## config.mk

```make
export PLATFORM = sky130hd
export DESIGN_NAME = counter_sequencer_flat
export DESIGN_NICKNAME = d
export VERILOG_FILES = /design/src/rtl/counter_sequencer_if.sv /design/src/rtl/counter_sequencer.sv /design/src/flat_wrapper.sv
export SDC_FILE = /design/constraint.sdc
export NUM_CORES = 1
export LEC_CHECK = 0
export CAP_MARGIN = 15
export CORE_MARGIN = 2
export CORE_UTILIZATION = 39
export CTS_BUF_LIST = sky130_fd_sc_hd__clkbuf_4 sky130_fd_sc_hd__clkbuf_8
export DETAILED_ROUTE_END_ITERATION = 16
export MAX_ROUTING_LAYER = met4
export PLACE_DENSITY = 0.68
export SYNTH_ARGS = -nofsm -noshare
export SYNTH_HDL_FRONTEND = slang
export SYNTH_SLANG_ARGS = --single-unit
export TNS_END_PERCENT = 20
```

## constraint.sdc

```tcl
create_clock -name clock -period 5.6 [get_ports clock]
set_input_delay 1.12 -clock clock [delete_from_list [all_inputs] [get_ports clock]]
set_output_delay 1.12 -clock clock [all_outputs]
set_load 0.005 [all_outputs]
```

## src/rtl/counter_sequencer_if.sv

```systemverilog
// Command, status and counter-feedback bundle between the switch/key layer, the sequencer and the counter.
interface counter_sequencer_if #(
    parameter int CNT_W = 8
);
    logic             start;
    logic             stop;
    logic             step;
    logic [1:0]       rate_sel;
    logic [CNT_W-1:0] limit;
    logic [CNT_W-1:0] count;
    logic             cnt_en;
    logic             cnt_clr_b;
    logic             busy;
    logic             done;
    logic             wrap;
    logic [2:0]       state;

    modport master (
        output start, stop, step, rate_sel, limit, count,
        input  cnt_en, cnt_clr_b, busy, done, wrap, state
    );

    modport slave (
        input  start, stop, step, rate_sel, limit, count,
        output cnt_en, cnt_clr_b, busy, done, wrap, state
    );
endinterface

```

## src/rtl/counter_sequencer.sv

```systemverilog
// Sequencer for the lab T-FF counter: rate-divided count enables, clear on start, stop at limit, hold/step.
// Latency: cnt_en/cnt_clr_b are registered, one cycle after the deciding command or divider tick.
// No backpressure; a step landing right after a pulse is deferred one cycle. SEQ_AUTORELOAD_EN: cycle 0..limit.
module counter_sequencer #(
    parameter int CNT_W    = 8,
    parameter int TICK_DIV = 50000000,
    parameter int DIV_W    = 26
) (
    input  logic              clock,
    input  logic              clear_b,
    counter_sequencer_if.slave bus
);

    typedef enum logic [2:0] {
        IDLE  = 3'd0,
        CLEAR = 3'd1,
        RUN   = 3'd2,
        HOLD  = 3'd3,
        DONE  = 3'd4
    } state_t;

    state_t           state_q, state_d;
    logic [DIV_W-1:0] div_q, div_d;
    logic             cnt_en_q, cnt_en_d;
    logic             cnt_clr_b_q;
    logic             step_pend_q, step_pend_d;
    logic             at_limit;
    logic             settled;
    logic             step_req;
    logic [DIV_W-1:0] reload_val;
`ifdef SEQ_AUTORELOAD_EN
    logic             wrap_q, wrap_d;
`endif

    function automatic logic [DIV_W-1:0] period_m1(input logic [1:0] sel);
        case (sel)
            2'd0:    period_m1 = DIV_W'(TICK_DIV - 1);
            2'd1:    period_m1 = DIV_W'(TICK_DIV / 2 - 1);
            2'd2:    period_m1 = DIV_W'(TICK_DIV / 4 - 1);
            default: period_m1 = DIV_W'(1);
        endcase
    endfunction

    // The counter value is only trusted when no enable went out in the previous cycle.
    assign at_limit   = (bus.count == bus.limit);
    assign settled    = !cnt_en_q;
    assign step_req   = bus.step | step_pend_q;
    assign reload_val = period_m1(bus.rate_sel);

    always_comb begin
        state_d     = state_q;
        div_d       = div_q;
        cnt_en_d    = 1'b0;
        step_pend_d = 1'b0;
`ifdef SEQ_AUTORELOAD_EN
        wrap_d      = 1'b0;
`endif
        case (state_q)
            IDLE, HOLD: begin
                if (bus.stop) begin
                    state_d = IDLE;
                end else if (bus.start) begin
                    if (state_q == IDLE) begin
                        state_d = CLEAR;
                    end else begin
                        state_d = RUN;
                        div_d   = reload_val;
                    end
                end else if (step_req) begin
                    // A pending step plus a fresh one: issue one now, keep the other queued.
                    if (!settled) begin
                        step_pend_d = 1'b1;
                    end else begin
                        cnt_en_d    = !at_limit;
                        step_pend_d = step_pend_q & bus.step;
                    end
                end
            end
            CLEAR: begin
                state_d = RUN;
                div_d   = reload_val;
            end
            RUN: begin
                if (bus.stop) begin
                    state_d = HOLD;
                end else if (settled && at_limit) begin
`ifdef SEQ_AUTORELOAD_EN
                    state_d = CLEAR;
                    wrap_d  = 1'b1;
`else
                    state_d = DONE;
`endif
                end else if (div_q != '0) begin
                    div_d = div_q - 1'b1;
                end else if (settled) begin
                    div_d    = reload_val;
                    cnt_en_d = 1'b1;
                end
            end
            DONE: begin
                if (bus.stop) begin
                    state_d = IDLE;
                end else if (bus.start) begin
                    state_d = CLEAR;
                end
            end
            default: state_d = IDLE;
        endcase
    end

    always_ff @(posedge clock or negedge clear_b) begin
        if (!clear_b) begin
            state_q     <= IDLE;
            div_q       <= '0;
            cnt_en_q    <= 1'b0;
            cnt_clr_b_q <= 1'b1;
            step_pend_q <= 1'b0;
        end else begin
            state_q     <= state_d;
            div_q       <= div_d;
            cnt_en_q    <= cnt_en_d;
            cnt_clr_b_q <= (state_d != CLEAR);
            step_pend_q <= step_pend_d;
        end
    end

`ifdef SEQ_AUTORELOAD_EN
    always_ff @(posedge clock or negedge clear_b) begin
        if (!clear_b) begin
            wrap_q <= 1'b0;
        end else begin
            wrap_q <= wrap_d;
        end
    end
    assign bus.wrap = wrap_q;
`else
    assign bus.wrap = 1'b0;
`endif

    assign bus.cnt_en    = cnt_en_q;
    assign bus.cnt_clr_b = cnt_clr_b_q;
    assign bus.busy      = (state_q == CLEAR) || (state_q == RUN);
    assign bus.done      = (state_q == DONE);
    assign bus.state     = state_q;

endmodule

```

## src/flat_wrapper.sv

```systemverilog
// flat-port wrapper written by rule: the top's interface ports become plain ports
module counter_sequencer_flat 
#(
    parameter int CNT_W    = 8,
    parameter int TICK_DIV = 50000000,
    parameter int DIV_W    = 26
)
  (clock, clear_b, bus_start, bus_stop, bus_step, bus_rate_sel, bus_limit, bus_count, bus_cnt_en, bus_cnt_clr_b, bus_busy, bus_done, bus_wrap, bus_state);
  counter_sequencer_if #(.CNT_W(CNT_W)) bus_i ();
  input  logic clock;
  input  logic clear_b;
  input wire logic [$bits(bus_i.start)-1:0] bus_start;
  input wire logic [$bits(bus_i.stop)-1:0] bus_stop;
  input wire logic [$bits(bus_i.step)-1:0] bus_step;
  input wire logic [$bits(bus_i.rate_sel)-1:0] bus_rate_sel;
  input wire logic [$bits(bus_i.limit)-1:0] bus_limit;
  input wire logic [$bits(bus_i.count)-1:0] bus_count;
  output wire logic [$bits(bus_i.cnt_en)-1:0] bus_cnt_en;
  output wire logic [$bits(bus_i.cnt_clr_b)-1:0] bus_cnt_clr_b;
  output wire logic [$bits(bus_i.busy)-1:0] bus_busy;
  output wire logic [$bits(bus_i.done)-1:0] bus_done;
  output wire logic [$bits(bus_i.wrap)-1:0] bus_wrap;
  output wire logic [$bits(bus_i.state)-1:0] bus_state;
  assign bus_i.start = bus_start;
  assign bus_i.stop = bus_stop;
  assign bus_i.step = bus_step;
  assign bus_i.rate_sel = bus_rate_sel;
  assign bus_i.limit = bus_limit;
  assign bus_i.count = bus_count;
  assign bus_cnt_en = bus_i.cnt_en;
  assign bus_cnt_clr_b = bus_i.cnt_clr_b;
  assign bus_busy = bus_i.busy;
  assign bus_done = bus_i.done;
  assign bus_wrap = bus_i.wrap;
  assign bus_state = bus_i.state;
  counter_sequencer #(.CNT_W(CNT_W), .TICK_DIV(TICK_DIV), .DIV_W(DIV_W)) u_core (.clock(clock), .clear_b(clear_b), .bus(bus_i));
endmodule
```

==> results.toml, run 1 <==
[floorplanning]
num_rows = 28
dieArea_sq_um = 6874
die-width_microns = 82.91
ioPinCount = 31
initial_core_util = 0.4078
core_sq_um = 5956
chipHeight_microns = 82.91

[synthesis]
yosysUniqueCellTypes = 70
synth_ff_type = "dfrtp_1"
yosysTopAreaCell = "dfrtp_1"
syn-num-nets = 299
synth_edf_count = 0
synth_area_leaders = "dfrtp_1, ha_1, xor2_1"
postSynthCellCount = 269
syn_avg_cell_area_sq_um = 9.028
netlist.area_leader.share = 0.3194
synth-seq-cells = 32
yosys_warnings = 0
synthesis.area_sq_um = 2429
synth-seq-area-share = 0.3302
async_flop_share = 1.000

[run]
cap_viol_max_count = 0

[finish]
antennaDiodeCount = 0
final_layout_size_suffix_gt1_frac = 0.1027
final_nets = 321
syn2layout_area_growth_pct = 17.36
finalInstanceArea_sq_um = 2850
layout.cells.non_filler = 367

[worst_setup_path]
startpoint = "bus_limit[4]"
critPathKind = "input port to flop"
required_ns = 5.77
cp-endpoint = "u_core.div_q[1]$_DFFE_PN0P_"
r2r-start = "u_core.div_q[0]$_DFFE_PN0P_"
critPathLaunchType = "input port"
path_max_fanout = 29
rr_worst_depth = 7
end_kind = "flop"
arrival_ns = 3.56
ff2ff_setup_slack_ns = 2.70
r2r_end = "u_core.div_q[9]$_DFFE_PN0P_"

[power]
internal_power_uw = 720.7
netSwitchingPower_uw = 578.5
total_power_uw = 1299
power_frac_seq = 0.349
power_frac_clock = 0.157
swShare = 0.4453
p_leak_uw = 0.001105
p_comb_frac = 0.494
peakVddDrop_uv = 214.2
power_density_nw_per_um2 = 455.8

[drt]
drc = 0
wirelength_microns = 6298
num_vias = 2299
first_pass_iters = 5
ant_nets = 0
wl_per_cell_microns = 17.16
drt_iter0_markers = 186
vias_per_cell = 6.264

[hold_path]
hp-class = "flop to flop"

[grt]
grt_pass1_vias = 2172
grt.total_usage = 0.1938
antenna_found_initial = 0
grt-ovfl-total = 0
grt_max_degree = 33
grt_pass1_wl_microns = 10720

[sta]
worst_slack_ns = 2.205
final.setup_skew_ns = 0.005155
slew_headroom = 0.2751
setup_viol = 0
tightest_slew_ns = 1.087
timing.final.crit_share = 0.6062
finalMaxSlewViolations = 0
finalHoldViolCount = 0
fmax_mhz = 294.6
final.setup.tns_ns = 0
fin_crit_ns = 3.395
grt_setup_unrepaired = "false"

[clocking]
post-cts-setup-buffers = 0
cts.sinks = 32
cts.repair.resized = 0
clock_latency_ns = 0.29
htreeDepth = 2
clockBufferDepth = 2
postCtsHoldBufs = 0
numCtsBuffers = 5
clk_pin_slew_worst_paths_ns = 0.07
root_buffer = "clkbuf_8"
cts_tree = "built"

[placed_design]
dp.cells = 359
numPortBuffers = 29
gp_congestion = 0.8519
dpl_cell_area_sq_um = 2746
pre_cts_slack_ns = 1.905
dp_hpwl_microns = 4361

[status]
status = "finished, final reports clean"
## registers in the layout, summed over array words and instances (netlist names)
signal and flops:
u_core.bus.cnt_en 1, u_core.bus.cnt_clr_b 1, u_core.bus.state 3, u_core.div_q 26, u_core.step_pend_q 1
## cell families (layout without fill, tap and decap cells)
family,after synthesis,count (layout),synth area share
AO/OA/AOI/OAI,85,85,0.2561
XOR/XNOR,9,9,0.03246
adder cells (fa/ha/maj),8,8,0.04018
buffers and inverters,29,52,0.05924
flip-flops,32,32,0.3302
multiplexers,11,11,0.04894
other,1,1,0.001544
AND/OR/NAND/NOR,94,94,0.2313
## metrics by stage
stage | hold WS [ns] | util
after detailed placement | 0.5028 | 0.4611
after global routing | 0.5536 | 0.4786
after CTS | 0.5232 | 0.4786
after floorplan | 0.4740 | -
final | 0.5280 | 0.4786
after global placement | 0.5211 | 0.4611
## layout make-up
type | count | area (sq um)
Inverter | 11 | 41.29
Sequential cell | 32 | 802.0
Fill cell | 596 | 3105
Multi-Input combinational cell | 208 | 1489
Timing Repair Buffer | 33 | 320.3
Clock buffer | 8 | 103.9
Tap cell | 75 | 93.84
## power groups by stage
stage	Sequential, uW	Clock (uW)	Combinational (uW)
after floorplan	410	0	502
after global placement	451	0	630
after detailed placement	452	0	634
after CTS	449	207	637
after global routing	469	217	708
final	453	204	642
## layer usage
metal	vias up	routed length, microns	GRT usage	share of wire
met5	-	0	-	0
met1	1095	2953	0.2687	0.47
li1	1087	-	-	-
met3	14	423	0.03579	0.067
met2	103	2773	0.2837	0.44
met4	0	147	0.06855	0.023
## worst min-delay path by stage
stage / cells past startpoint / to / start / slack (ns)
6_report: 1 / u_core.div_q[20]$_DFFE_PN0P_ / u_core.div_q[20]$_DFFE_PN0P_ / 0.53
5_1_grt: 1 / u_core.div_q[20]$_DFFE_PN0P_ / u_core.div_q[20]$_DFFE_PN0P_ / 0.55
4_1_cts: 1 / u_core.div_q[20]$_DFFE_PN0P_ / u_core.div_q[20]$_DFFE_PN0P_ / 0.52
3_5_place_dp: 1 / u_core.div_q[20]$_DFFE_PN0P_ / u_core.div_q[20]$_DFFE_PN0P_ / 0.50
3_3_place_gp: 1 / u_core.div_q[20]$_DFFE_PN0P_ / u_core.div_q[20]$_DFFE_PN0P_ / 0.52
2_1_floorplan: 1 / u_core.div_q[20]$_DFFE_PN0P_ / u_core.div_q[20]$_DFFE_PN0P_ / 0.47
## synthesized netlist by cell type (3+ instances only)
master     count
a211oi_1       3
ha_1           7
inv_1         11
nand4_1        6
o21ai_0        8
nor3_1         7
mux2i_1        7
o211ai_1       7
nor4_1         8
or4_1          4
nand2_1       14
a31oi_1       10
a31o_2         3
nand3_1       11
o2bb2ai_1      5
o21ai_1        3
and4_1         3
a21oi_1       12
buf_2         10
o22ai_1        3
clkbuf_1       4
dfrtp_1       31
a22o_1         3
nor2_1        17
nand2b_1       4
xor2_1         9
## critical path: stages
cell and delay (ns):
clkdlybuf4s50_1 0.41, xor2_1 0.16, nor4_1 0.61, a311oi_2 0.19, buf_4 0.28, and2_1 0.40
mux2_4 0.39
## layout by cell type, fill, tap and decap left out, types with 3 or more instances in the layout
cell type	n
and4_1	3
nor2_1	17
o2bb2ai_1	5
mux2i_1	7
dfrtp_1	31
or4_1	4
clkbuf_8	7
ha_1	7
a211oi_1	3
buf_4	4
o21ai_0	8
inv_1	11
nand2b_1	4
a31oi_1	10
o21ai_1	3
nor3_1	7
nor4_1	8
a21oi_1	12
nand3_1	11
clkdlybuf4s50_1	29
o22ai_1	3
a31o_2	3
nand4_1	6
a22o_1	3
nand2_1	14
o211ai_1	7
xor2_1	9
No activity file was read; power rests on OpenSTA's default activity.
==> run 2, diff against run 1 <==
Settings changed: PLACE_DENSITY 0.68 to 0.7.
Clock period 5.6 ns to 3.1 ns, I/O delays scaled along.
==> run 2 against run 1 <==
Net effect:
- design area up 3.2%
- sequential power up 80%
- core utilization up 1.5 points
- clock-buffer cell count down 1
- via count up 4.7%
==> results.toml, run 2 (synthesized netlist as in run 1, its figures left out) <==
[status]
status = "finished, final reports clean"

[finish]
layout.cells.non_filler = 380
final_nets = 334
syn2layout_area_growth_pct = 21.12
antennaDiodeCount = 0
layout_common_cells = "dfrtp_1, clkdlybuf4s50_1, nor2_1, buf_4, nand2_1"
top_register = "u_core.div_q"
final_layout_size_suffix_gt1_frac = 0.1410
layout.cells.most_common = "dfrtp_1"
largest_reg_flops = 26

[grt]
grt_max_degree = 33
grt_pass1_vias = 2347
grt_pass1_wl_microns = 11050
antenna_found_initial = 0
grt-ovfl-total = 0
grt.total_usage = 0.1985

[floorplanning]
dieArea_sq_um = 6874
chipHeight_microns = 82.91
ioPinCount = 31
num_rows = 28
initial_core_util = 0.4078
die-width_microns = 82.91
core_sq_um = 5956

[drt]
vias_per_cell = 6.337
highest_layer = "met4"
first_pass_iters = 4
wl_met2_microns = 3149
num_vias = 2408
drt_iter0_markers = 291
ant_nets = 0
wl_per_cell_microns = 17.31
drc = 0
wirelength_microns = 6579
met3_length_microns = 454
route.layer.met1.wl_microns = 2808

[power]
p_leak_uw = 0.001164
power_density_nw_per_um2 = 822.4
peakVddDrop_uv = 405.7

[clocking]
post-cts-setup-buffers = 0
numCtsBuffers = 5
clock_latency_ns = 0.28
cts_tree = "built"
cts.sinks = 32
postCtsHoldBufs = 0
cts.repair.resized = 0
htreeDepth = 2
clk_pin_slew_worst_paths_ns = 0.07
clockBufferDepth = 2
root_buffer = "clkbuf_8"

[run]
cap_viol_max_count = 0

[sta]
final.setup.tns_ns = 0
final.setup_skew_ns = 0.003545
setup_viol = 0
timing.final.crit_share = 0.7796
finalMaxSlewViolations = 0
finalHoldViolCount = 0
grt_setup_unrepaired = "false"
fin_crit_ns = 2.417
fmax_mhz = 413.8
slew_headroom = 0.4715
tightest_slew_ns = 0.7855

[worst_setup_path]
path_max_fanout = 19
critPathKind = "flop to flop"
r2r-start = "u_core.div_q[8]$_DFFE_PN0P_"
rr_worst_depth = 6
r2r_end = "u_core.div_q[21]$_DFFE_PN0P_"
end_kind = "flop"
critPathLaunchType = "flop"
ff2ff_setup_slack_ns = 0.68
arrival_ns = 2.56
required_ns = 3.24

[placed_design]
gp_congestion = 1.002
dp_hpwl_microns = 4769
dp.cells = 372
numPortBuffers = 29

[hold_path]
whs_endpoint = "u_core.div_q[20]$_DFFE_PN0P_"
min_delay_path_depth = 1
min-delay-start = "u_core.div_q[20]$_DFFE_PN0P_"
hp-class = "flop to flop"
-- run 2: cell count changes in the layout (fill, tap and decap cells not counted), sizes merged --
cell / change
clkbuf: -1
clkinvlp: +1
buf: +13
-- run 2: area by class of cell --
cell class / count / area (sq um)
fillers: 589 / 3014
multi-input cells: 208 / 1489
flip-flops and latches: 32 / 802.0
repair buffers: 46 / 417.9
well taps: 75 / 93.84
clock buffers: 7 / 90.09
inverters: 11 / 41.29
clock inverters: 1 / 7.507
-- run 2: power by group --
group	leakage, uW	switching, uW	internal, uW	total (uW)
logic	0.000735	669	580	1250
registers	0.000381	238	577	815
clock network	0.0000479	167	189	356
-- run 2: how the worst max path moves through the flow --
stage               slack [ns]                         from                      endpoint  cells after the start
floorplan                 0.97  u_core.div_q[0]$_DFFE_PN0P_   u_core.div_q[0]$_DFFE_PN0P_                      9
global placement          0.56                 bus_count[4]   u_core.div_q[3]$_DFFE_PN0P_                      8
detailed placement        0.47                 bus_count[7]  u_core.div_q[13]$_DFFE_PN0P_                      8
CTS                       0.73  u_core.div_q[8]$_DFFE_PN0P_  u_core.div_q[21]$_DFFE_PN0P_                      6
global route              0.45  u_core.div_q[8]$_DFFE_PN0P_  u_core.div_q[21]$_DFFE_PN0P_                      6
finish                    0.68  u_core.div_q[8]$_DFFE_PN0P_  u_core.div_q[21]$_DFFE_PN0P_                      6
-- run 2: worst max-delay path: stages, from the launching register on --
cell and delay (ns):
dfrtp_1 0.46, nor4_2 0.54, and4_1 0.43, nand4_1 0.15
buf_4 0.26, nand2_1 0.25, o221ai_1 0.17
-- run 2: layer usage --
metal	up-vias	track usage
met4	0	0.09389
met3	19	0.02982
met2	111	0.3167
met1	1167	0.2474
li1	1111	-
met5	-	-
-- run 2: metrics by stage --
stage	area [sq um]	utilization	hold WS [ns]	setup WS (ns)	total power [uW]
4_1_cts	2942	0.4939	0.5202	0.7260	2404
2_1_floorplan	2429	-	0.3244	0.9723	1646
3_3_place_gp	2844	0.4775	0.4957	0.5568	2024
3_5_place_dp	2844	0.4775	0.5000	0.4690	2047
5_1_grt	2942	0.4939	0.5488	0.4490	2592
6_report	2942	0.4939	0.5167	0.6832	2419
==> run 3, diff against run 2 <==
Clock period 3.1 ns to 2 ns, I/O delays scaled along.
==> run 3 against run 2 <==
Net effect:
- clock power is 42% higher
- power is 97% higher
- critical endpoint is now u_core.div_q[0]$_DFFE_PN0P_
- sequential share of layout area is 5.7 points lower
- clock-buffer cell count is 1 lower
- clock skew is 0.0060 ns higher
- register-to-register slack worse by 0.67 ns
- critical path depth is 3 higher
- first-iteration DRC count is 23% higher
==> results.toml, run 3 (synthesized netlist as in run 1, its figures left out) <==
[power]
p_comb_frac = 0.653
p_leak_uw = 0.001592
total_power_uw = 4755
power_frac_clock = 0.107
swShare = 0.4270
peakVddDrop_uv = 619.2
power_density_nw_per_um2 = 1281
netSwitchingPower_uw = 2030
power_frac_seq = 0.240
internal_power_uw = 2724

[worst_setup_path]
cpMostUsedCell = "buf_6"
startpoint = "bus_count[5]"
r2r-start = "u_core.div_q[1]$_DFFE_PN0P_"
cp_top_family = "buffers and inverters"
required_ns = 2.18
ff2ff_setup_slack_ns = 0.01
arrival_ns = 2.18
worst_path_max_delay_cell = "clkdlybuf4s50_1"
r2r_end = "u_core.div_q[15]$_DFFE_PN0P_"
cp-endpoint = "u_core.div_q[0]$_DFFE_PN0P_"
path_buf_inv = 4
critPathKind = "input port to flop"
cpPeakStageDelay_ns = 0.47
critPathLaunchType = "input port"
end_kind = "flop"
cp.depth = 9
rr_worst_depth = 8
path_max_fanout = 11
path_cells = "clkdlybuf4s50_1 > xor2_1 > nor4_1 > buf_4 > a311oi_4 > buf_6 > buf_6 > nand2_1 > mux2_2"

[sta]
grt_setup_unrepaired = "true"
setup_viol = 0
fin_crit_ns = 1.999
timing.final.crit_share = 0.9996
worst_slack_ns = 0.0008160
finalMaxSlewViolations = 0
finalHoldViolCount = 0
timing.hold.ws_ns = 0.4991
fmax_mhz = 500.2
final.setup.tns_ns = 0
final.setup_skew_ns = 0.009499

[grt]
grt_max_degree = 33
met3_usage = 0.02783
grt_util_met1 = 0.3001
use_met2 = 0.3695
antenna_found_initial = 0
grt-busiest-layer = "met2"
grt-ovfl-total = 0
grt_pass1_wl_microns = 12810
grt_pass1_vias = 2655
grt.total_usage = 0.2311

[clocking]
clock_latency_ns = 0.29
root_buffer = "clkbuf_8"
htreeDepth = 2
clockBufferDepth = 2
cts_tree = "built"
clk_pin_slew_worst_paths_ns = 0.08
numCtsBuffers = 5
postCtsHoldBufs = 0
cts.sinks = 32

[run]
cap_viol_max_count = 0

[floorplanning]
core_sq_um = 5956
dieArea_sq_um = 6874
die-width_microns = 82.91
ioPinCount = 31
num_rows = 28
chipHeight_microns = 82.91
initial_core_util = 0.4078

[finish]
final_layout_size_suffix_gt1_frac = 0.3670
antennaDiodeCount = 0
largest_reg_flops = 26
final_nets = 406
layout.cells.most_common = "buf_4"
n_fill_cell = 478
syn2layout_area_growth_pct = 52.81
layout_common_cells = "buf_4, dfrtp_1, clkdlybuf4s50_1"
top_register = "u_core.div_q"

[drt]
vias_per_cell = 6.175
drt_iter0_markers = 359
wl_per_cell_microns = 17.48
first_pass_iters = 5
drc = 0
wirelength_microns = 7884
ant_nets = 0
num_vias = 2785

[hold_path]
hp-class = "input port to async pin"

[placed_design]
gp_congestion = 0.9972
numPortBuffers = 29
pre_cts_slack_ns = -0.3657
dp_hpwl_microns = 5669

[status]
status = "finished, final reports clean"
==> run 3: changes by cell type in the layout (fill, tap and decap cells not counted), moves of 3 or more <==
cell,before,now
buf_4,17,75
buf_6,0,12
or4_1,4,1
or4_4,0,3
==> run 3: power by group through the flow <==
stage,sequential [uW],clock [uW],combinational [uW]
2_1_floorplan,1150,0,1430
3_3_place_gp,1110,0,2690
3_5_place_dp,1120,0,2720
4_1_cts,1110,511,2840
5_1_grt,1170,547,3320
6_report,1140,507,3110
==> run 3: worst min path at each step <==
stage	from	end	slack (ns)	cells after the start
after floorplan	clear_b	u_core.bus.cnt_en$_DFF_PN0_	0.10	0
after global routing	clear_b	u_core.div_q[25]$_DFFE_PN0P_	0.56	2
after CTS	u_core.div_q[20]$_DFFE_PN0P_	u_core.div_q[20]$_DFFE_PN0P_	0.52	1
after detailed placement	u_core.div_q[20]$_DFFE_PN0P_	u_core.div_q[20]$_DFFE_PN0P_	0.50	1
after global placement	u_core.div_q[20]$_DFFE_PN0P_	u_core.div_q[20]$_DFFE_PN0P_	0.49	1
final	clear_b	u_core.div_q[23]$_DFFE_PN0P_	0.50	2
==> run 3: repair_timing <==
action                     CTS  global route
gates resized for setup     18            32
pin swaps                    2             8
setup endpoints to repair   26            27
setup buffers                1             4
==> run 3: final cells by class <==
class	instances	area [sq um]	share of cell area
Multi-Input combinational cell	208	1663	0.4481
Timing Repair Buffer	118	1030	0.2775
Sequential cell	32	802.0	0.2161
Tap cell	75	93.84	0.02529
Clock buffer	6	76.32	0.02057
Inverter	11	41.29	0.01113
Clock inverter	1	5.005	0.001349
==> run 3: layer usage <==
layer  up-vias  share of wire
met5         -              0
met4         0          0.035
met3        36          0.071
met1      1354           0.42
li1       1249              -
met2       146           0.48
==> run 3: through the flow <==
step / instances / cell area, sq um / util
final: 451 / 3711 / 0.6231
after global routing: 451 / 3711 / 0.6231
after CTS: 447 / 3546 / 0.5954
after detailed placement: 439 / 3388 / 0.5689
after global placement: 439 / 3388 / 0.5689
after floorplan: 269 / 2451 / -
